**src/rtl/acslip_sample_corrector.sv**
```systemverilog
// acslip_sample_corrector
// Consumer end of the ACSLIP slip measurement. Compares the slip count against the
// corrections already applied and repeats or deletes single samples of a 16 kHz stream
// so that it tracks the I2S consumer.
// Optional statistics counters are enabled with macro ACSLIP_CORR_STATS_EN.
module acslip_sample_corrector #(
  parameter int ACSLIP_REG_WIDTH = 32,
  parameter int DATA_WIDTH       = 16,
  parameter int SLIP_THRESH      = 2
) (
  input  logic                        wbs_clk_i,
  input  logic                        acslip_rst,
  input  logic [ACSLIP_REG_WIDTH-1:0] acslip_cnt_i,
  input  logic                        corr_en_i,
  input  logic [DATA_WIDTH-1:0]       in_data_i,
  input  logic                        in_valid_i,
  output logic                        in_ready_o,
  output logic [DATA_WIDTH-1:0]       out_data_o,
  output logic                        out_valid_o,
  input  logic                        out_ready_i,
  output logic                        insert_pulse_o,
  output logic                        drop_pulse_o,
`ifdef ACSLIP_CORR_STATS_EN
  output logic [15:0]                 ins_cnt_o,
  output logic [15:0]                 drop_cnt_o,
`endif
  output logic [ACSLIP_REG_WIDTH-1:0] corr_cnt_o
);

  localparam int W = ACSLIP_REG_WIDTH;

  localparam logic [0:0] ST_IDLE = 1'b0;
  localparam logic [0:0] ST_HOLD = 1'b1;

  localparam logic signed [W-1:0] THRESH_POS = W'(SLIP_THRESH);
  localparam logic signed [W-1:0] THRESH_NEG = -THRESH_POS;

  logic [0:0]            state_q, state_d;
  logic [DATA_WIDTH-1:0] data_q, data_d;
  logic                  in_ready_q, in_ready_d;
  logic                  out_valid_q, out_valid_d;
  logic                  ins_pend_q, ins_pend_d;
  logic                  ins_pulse_q, ins_pulse_d;
  logic                  drop_pulse_q, drop_pulse_d;
  logic [W-1:0]          corr_cnt_q, corr_cnt_d;

  logic signed [W-1:0]   err;
  logic                  hs_in, hs_out;

  // Next-state logic: one correction decision per accepted sample.
  always_comb begin
    // Modular difference read as signed, so a wrapping slip counter is harmless.
    err          = $signed(acslip_cnt_i - corr_cnt_q);
    hs_in        = in_valid_i & in_ready_q;
    hs_out       = out_valid_q & out_ready_i;
    state_d      = state_q;
    data_d       = data_q;
    ins_pend_d   = ins_pend_q;
    corr_cnt_d   = corr_cnt_q;
    ins_pulse_d  = 1'b0;
    drop_pulse_d = 1'b0;
    case (state_q)
      ST_IDLE: begin
        if (hs_in) begin
          if (corr_en_i && (err <= THRESH_NEG)) begin
            // I2S is behind: swallow this sample, it never reaches the output.
            drop_pulse_d = 1'b1;
            corr_cnt_d   = corr_cnt_q - 1'b1;
          end else begin
            data_d     = in_data_i;
            state_d    = ST_HOLD;
            // corr_en_i only matters here; a later deassert cannot cancel the insert.
            ins_pend_d = corr_en_i && (err >= THRESH_POS);
          end
        end
      end
      default: begin
        if (hs_out) begin
          if (ins_pend_q) begin
            // I2S is ahead: present the same sample once more.
            ins_pend_d  = 1'b0;
            ins_pulse_d = 1'b1;
            corr_cnt_d  = corr_cnt_q + 1'b1;
          end else begin
            state_d = ST_IDLE;
          end
        end
      end
    endcase
    // Handshake outputs are registered decodes of the next state.
    in_ready_d  = (state_d == ST_IDLE);
    out_valid_d = (state_d == ST_HOLD);
  end

  // Main state registers.
  always_ff @(posedge wbs_clk_i or posedge acslip_rst) begin
    if (acslip_rst) begin
      state_q      <= ST_IDLE;
      data_q       <= '0;
      in_ready_q   <= 1'b0;
      out_valid_q  <= 1'b0;
      ins_pend_q   <= 1'b0;
      ins_pulse_q  <= 1'b0;
      drop_pulse_q <= 1'b0;
      corr_cnt_q   <= '0;
    end else begin
      state_q      <= state_d;
      data_q       <= data_d;
      in_ready_q   <= in_ready_d;
      out_valid_q  <= out_valid_d;
      ins_pend_q   <= ins_pend_d;
      ins_pulse_q  <= ins_pulse_d;
      drop_pulse_q <= drop_pulse_d;
      corr_cnt_q   <= corr_cnt_d;
    end
  end

  assign in_ready_o     = in_ready_q;
  assign out_valid_o    = out_valid_q;
  assign out_data_o     = data_q;
  assign insert_pulse_o = ins_pulse_q;
  assign drop_pulse_o   = drop_pulse_q;
  assign corr_cnt_o     = corr_cnt_q;

`ifdef ACSLIP_CORR_STATS_EN
  logic [15:0] ins_cnt_q, ins_cnt_d;
  logic [15:0] drop_cnt_q, drop_cnt_d;

  // Saturating event counters driven by the registered pulses.
  always_comb begin
    ins_cnt_d  = ins_cnt_q;
    drop_cnt_d = drop_cnt_q;
    if (ins_pulse_q && (ins_cnt_q != 16'hFFFF))
      ins_cnt_d = ins_cnt_q + 16'd1;
    if (drop_pulse_q && (drop_cnt_q != 16'hFFFF))
      drop_cnt_d = drop_cnt_q + 16'd1;
  end

  // Statistics registers.
  always_ff @(posedge wbs_clk_i or posedge acslip_rst) begin
    if (acslip_rst) begin
      ins_cnt_q  <= '0;
      drop_cnt_q <= '0;
    end else begin
      ins_cnt_q  <= ins_cnt_d;
      drop_cnt_q <= drop_cnt_d;
    end
  end

  assign ins_cnt_o  = ins_cnt_q;
  assign drop_cnt_o = drop_cnt_q;
`endif

endmodule

```
**config.mk**
```make
export PLATFORM = sky130hd
export DESIGN_NAME = acslip_sample_corrector
export DESIGN_NICKNAME = d
export VERILOG_FILES = /design/src/rtl/acslip_sample_corrector.sv
export SDC_FILE = /design/constraint.sdc
export NUM_CORES = 1
export LEC_CHECK = 0
export ABC_AREA = 1
export CORE_UTILIZATION = 60
export CTS_CLUSTER_SIZE = 10
export DETAILED_ROUTE_END_ITERATION = 10
export DONT_BUFFER_PORTS = 1
export PLACE_DENSITY_LB_ADDON = 0.08
export SLEW_MARGIN = 30
export SYNTH_ARGS = -nofsm -noshare
export SYNTH_HDL_FRONTEND = slang
export SYNTH_SLANG_ARGS = --single-unit
```
**constraint.sdc**
```tcl
create_clock -name wbs_clk_i -period 2.8 [get_ports wbs_clk_i]
set_clock_uncertainty 0.05 [all_clocks]
set_input_delay 0.28 -clock wbs_clk_i [delete_from_list [all_inputs] [get_ports wbs_clk_i]]
set_output_delay 0.28 -clock wbs_clk_i [all_outputs]
set_load 0.01 [all_outputs]
```
# Word-level counts from Yosys, hierarchy flattened
# Index checks and enable logic that the tools add are counted.
# classes
add_sub_neg	3
n_lt_le_gt_ge	2
n_eq_ne	3
n_mux	19
bitwise	5
reduce_logical	7
# op_table
op	n
$mux W32	5
$add A32 B1 Y32 const B	1
$ge A32 B3 Y1 const B	1
$le A32 B2 Y1 const B	1
$sub A32 B1 Y32 const B	1
$sub A32 B32 Y32	1
$mux W1	14
$reduce_and A3 Y1	2
$ne A2 B1 Y1 const B	2
$reduce_and A4 Y1	1
$reduce_bool A2 Y1	2
$not A1 Y1	3
$and A1 B1 Y1	2
$logic_and A1 B1 Y1	2
$ne A2 B2 Y1 const B	1
# totals
ff_bits	53
in_bits	53

# Depth between registers and ports, before layout
# logic_depth
word_depth	7
mapped_depth	23

# Worst setup path after synthesis
# OpenSTA, ideal clock, no wires.
# synth_path
kind	register to register
from	reg out_valid_q (netlist: out_valid_o)
to	reg corr_cnt_q[26] (netlist: corr_cnt_o[26])
setup_time_ns	0.117
t_arrival_ns	2.877
t_required_ns	2.633
slack_ns	-0.244
path_stages_with_launch	14
path_buffers	0
synth_period_minus_slack_ns	3.044
cell_sequence	dfrtp_1 -> inv_1 -> ha_1 -> a21oi_1 -> nand2_1 -> a31oi_1 -> o21ai_0 -> a21oi_1 -> o21ai_0 -> nand2_1 -> nand2_1 -> xor2_1 -> nand3_1 -> nand2_1
# synth_between
elab_chain_cells	3
# synth_lines
item	line_no	rtl
from (decl)	41	logic out_valid_q, out_valid_d;
from (signal assigned)	110	out_valid_q <= out_valid_d;
$and A1 B1 Y1	55	hs_out = out_valid_q & out_ready_i;
$ne A2 B1 Y1 (no source line)	n/a	
$reduce_and A4 Y1 (no source line)	n/a	
to (signal assigned)	114	corr_cnt_q <= corr_cnt_d;
to (decl)	45	logic [W-1:0] corr_cnt_q, corr_cnt_d;
# Parallel ways exist; a longest one is shown, timed or not.
# A chain may end at the register's enable or synchronous reset.

# Final worst setup path
# layout_path
from	reg corr_cnt_q[0] (netlist: corr_cnt_o[0])
to	reg corr_cnt_q[16] (netlist: corr_cnt_o[16])
# layout_between
elab_chain_cells	5
# layout_lines
item	line_no	rtl
$sub A32 B32 Y32	53	err = $signed(acslip_cnt_i - corr_cnt_q);
$le A32 B2 Y1	65	if (corr_en_i && (err <= THRESH_NEG)) begin
$logic_and A1 B1 Y1	65	
$reduce_bool A2 Y1 (no source line)	n/a	
$reduce_and A4 Y1 (no source line)	n/a	
# Parallel ways exist; a longest one is shown, timed or not. The select of a mux whose other input is x is not followed.

==> flow_metrics.env <==
export IMPL_min_period_ns=2.82
export IMPL_synth_common_cells="nand2_1 (377), inv_1 (177), nand3_1 (78), nor2_1 (78), ha_1 (61)"
export IMPL_port_buffers=0
export IMPL_yosysUniqueCellTypes=42
export IMPL_layout_setup_ws_ns=-0.0198
export IMPL_yosysMostFrequentCell="nand2_1"
export IMPL_dpl_cell_area_um2=7370
export IMPL_clock_sinks=53
export IMPL_power_density_nw_per_um2=1360
export IMPL_netlist_area_um2=6670
export IMPL_dp_hpwl_um=15000
export IMPL_gr_total_overflow=0
export IMPL_syn_nets=1202
export IMPL_design_area_um2=8020
export IMPL_insertion_delay_ns=0.32
export IMPL_path_max_fanout=8
export IMPL_pwr_share_seq_pct=12.9
export IMPL_setup_worst_path_class="reg -> reg"
export IMPL_crit_end="corr_cnt_o[16]"
export IMPL_final_period_utilization_pct=101
export IMPL_r2r_slack_ns=-0.02
export IMPL_r2r_start="corr_cnt_o[0]"
export IMPL_maxSlewViolCount=0
export IMPL_violations="negative setup slack"
export IMPL_start_util_pct=61.5
export IMPL_diodes=0
export IMPL_required_ns=3.00
export IMPL_grt_pass1_vias=6421
export IMPL_worst_pin_slew_ns=0.589
export IMPL_cts_htree_levels=2
export IMPL_synth_top_area_share_pct=21.2
export IMPL_setup_viol=13
export IMPL_synth_adder_area_share_pct=12.0
export IMPL_grt_start_max_net_pins=33
export IMPL_fill_cells=929
export IMPL_cts_tree="built"
export IMPL_vdd_drop_max_uv=921
export IMPL_core_region_area_um2=10800
export IMPL_switching_share_pct=55.3
export IMPL_synth_compound_area_share_pct=7.65
export IMPL_power_leakage_nw=4.37
export IMPL_drtPass1Iterations=5
export IMPL_syn_avg_cell_area_um2=6.14
export IMPL_status="complete, but fails checks"
export IMPL_dp_slack_ns=-0.0911
export IMPL_drive_gt1_share_pct=23.0
export IMPL_slew_headroom_pct=60.7
export IMPL_io_pins=105
export IMPL_grt_pass1_wl_um=29100
export IMPL_fmax_mhz=355
export IMPL_routed_wl_um=18400
export IMPL_antenna_left=0
export IMPL_reg2reg_depth=19
export IMPL_drtIter0Drc=351
export IMPL_gp_congestion=0.940
export IMPL_synth_area_mux_share_pct=0
export IMPL_intPower_mw=4.87
export IMPL_crit_path_start="corr_cnt_o[0]"
export IMPL_synth_simple_area_share_pct=43.6
export IMPL_synth_edf_count=0
export IMPL_vias=6916
export IMPL_cts_root_buf="clkbuf_8"
export IMPL_ys_seq_elements=53
export IMPL_dieArea_um2=11500
export IMPL_row_count=38
export IMPL_drc=0
export IMPL_synth_seq_area_share_pct=19.9
export IMPL_drv_cap=0
export IMPL_path_clk_slew_ns=0.11
export IMPL_hold_viol=0
export IMPL_synthXorXnorAreaFrac_pct=4.58
export IMPL_fin_nets=1268
export IMPL_power_frac_comb_pct=82.9
export IMPL_antenna_found_initial=0
export IMPL_grt_usage_pct=31.6
export IMPL_viasPerCell=5.35
export IMPL_async_flop_share_pct=100
export IMPL_arrival_ns=3.02
export IMPL_syn_inst=1086
export IMPL_fin_tns_setup_ns=-0.101
export IMPL_hold_ws_ns=0.00666
export IMPL_synth_area_leader_cell="nand2_1"
export IMPL_start_kind="register"
export IMPL_dieHeight_um=107
export IMPL_cts_buffer_depth=2
export IMPL_min_path_type="in -> reg"
export IMPL_yosysWarnings=0
export IMPL_synth_area_leaders="nand2_1 (21%), dfrtp_1 (20%), ha_1 (11%), inv_1 (10%), nand3_1 (5.9%)"
export IMPL_area_growth_pct=20.3
export IMPL_worstSetupEndpointType="register"
export IMPL_p_sw_mw=6.02
export IMPL_synth_top_family_by_area="simple AND/OR/NAND/NOR gates"
export IMPL_rsz0062_at_grt="true"
export IMPL_cts_made_buffers=5
export IMPL_wl_per_cell_um=14.2
export IMPL_r2r_end="corr_cnt_o[16]"
export IMPL_die_w_um=107
export IMPL_ys_flop_type="dfrtp_1"
export IMPL_clock_power_share_pct=4.2
==> per-stage QoR <==
stage                     utilization [%]  power [mW]  cells
after floorplan                         -        7.47   1086
after global placement               68.0        9.47   1280
after detailed placement             68.0        9.59   1280
after CTS                            69.4        10.1   1290
after global routing                 74.0        12.0   1293
final                                74.0        10.9   1293
==> critical path, stage by stage (launching register included) <==
cell,delay [ns]
dfrtp_1,0.42
ha_2,0.20
fa_2,0.35
inv_2,0.10
nand2_2,0.07
nand2_2,0.07
nand3_2,0.06
nand2_2,0.09
xor2_1,0.18
nand3_1,0.10
nor2_1,0.10
nand3_1,0.10
nor2_2,0.15
nand3_2,0.13
nand3_2,0.11
nand2_4,0.09
nand2_8,0.13
buf_12,0.16
nand2_2,0.04
nand2_1,0.05
==> registers in the layout, indices dropped and copies added (netlist names) <==
register / cells
insert_pulse_o: 1
out_valid_o: 1
out_data_o: 16
drop_pulse_o: 1
corr_cnt_o: 32
in_ready_o: 1
ins_pend_q: 1
==> layout make-up <==
type	count	area (µm²)	area share (%)
clock buffer	5	68.8	0.858
sequential	53	1330	16.6
multi-input combinational	838	5060	63.1
timing repair buffer	70	653	8.14
clock inverter	3	26.3	0.328
inverter	184	707	8.81
tap	140	175	2.18
==> worst min-delay path by stage <==
stage,cells after the start,from,slack (ns),endpoint
floorplan,2,in_data_i[0],0.33,out_data_o[0]
global placement,1,acslip_rst,0.20,in_ready_o
detailed placement,1,acslip_rst,0.21,out_data_o[4]
CTS,2,in_data_i[6],0.0001,out_data_o[6]
global route,2,in_data_i[1],-0.006,out_data_o[1]
finish,2,in_data_i[14],0.007,out_data_o[14]
==> logic make-up (layout without fill, tap and decap cells) <==
family,count (synthesis),count (layout)
and+or+nand+nor,651,651
adders and majority gates,63,63
DFF,53,53
xor gates and xnor gates,34,34
buffers and inverters,195,262
AOI/OAI and AO/OA,90,90
==> routing by layer <==
layer	up-vias	track usage, %	share of wire, %
li1	3528	-	-
met5	-	0	0
met3	27	5.08	5.7
met1	3161	42.6	45
met4	0	8.41	1.7
met2	200	52.2	47
==> repair_timing <==
action	4_1_cts	5_1_grt
gates resized for setup	10	118
endpoints found under the setup margin	50	51
hold buffers	2	1
cloned	0	1
setup buffers	0	1
endpoints found under the hold margin	28	1
pin swaps	3	9
==> power by group through the flow <==
stage / combinational, mW / clock, mW / sequential, mW
floorplan: 5.88 / 0 / 1.59
finish: 9.02 / 0.459 / 1.40
CTS: 8.26 / 0.468 / 1.39
detailed placement: 8.19 / 0 / 1.40
global placement: 8.08 / 0 / 1.39
global route: 10.1 / 0.502 / 1.44
==> cells in the final DEF, fill, tap and decap left out, drive strengths merged, types with 9 or more instances in the layout <==
cell | netlist | routed
nor2 | 87 | 87
a21oi | 51 | 51
nand4 | 19 | 19
o21ai | 17 | 17
nand3 | 85 | 85
nand3b | 12 | 12
buf | 8 | 66
nand2 | 433 | 433
ha | 61 | 61
inv | 184 | 183
xor2 | 28 | 28
nor3 | 9 | 9
dfrtp | 53 | 53
No activity file was read; power rests on OpenSTA's default activity.
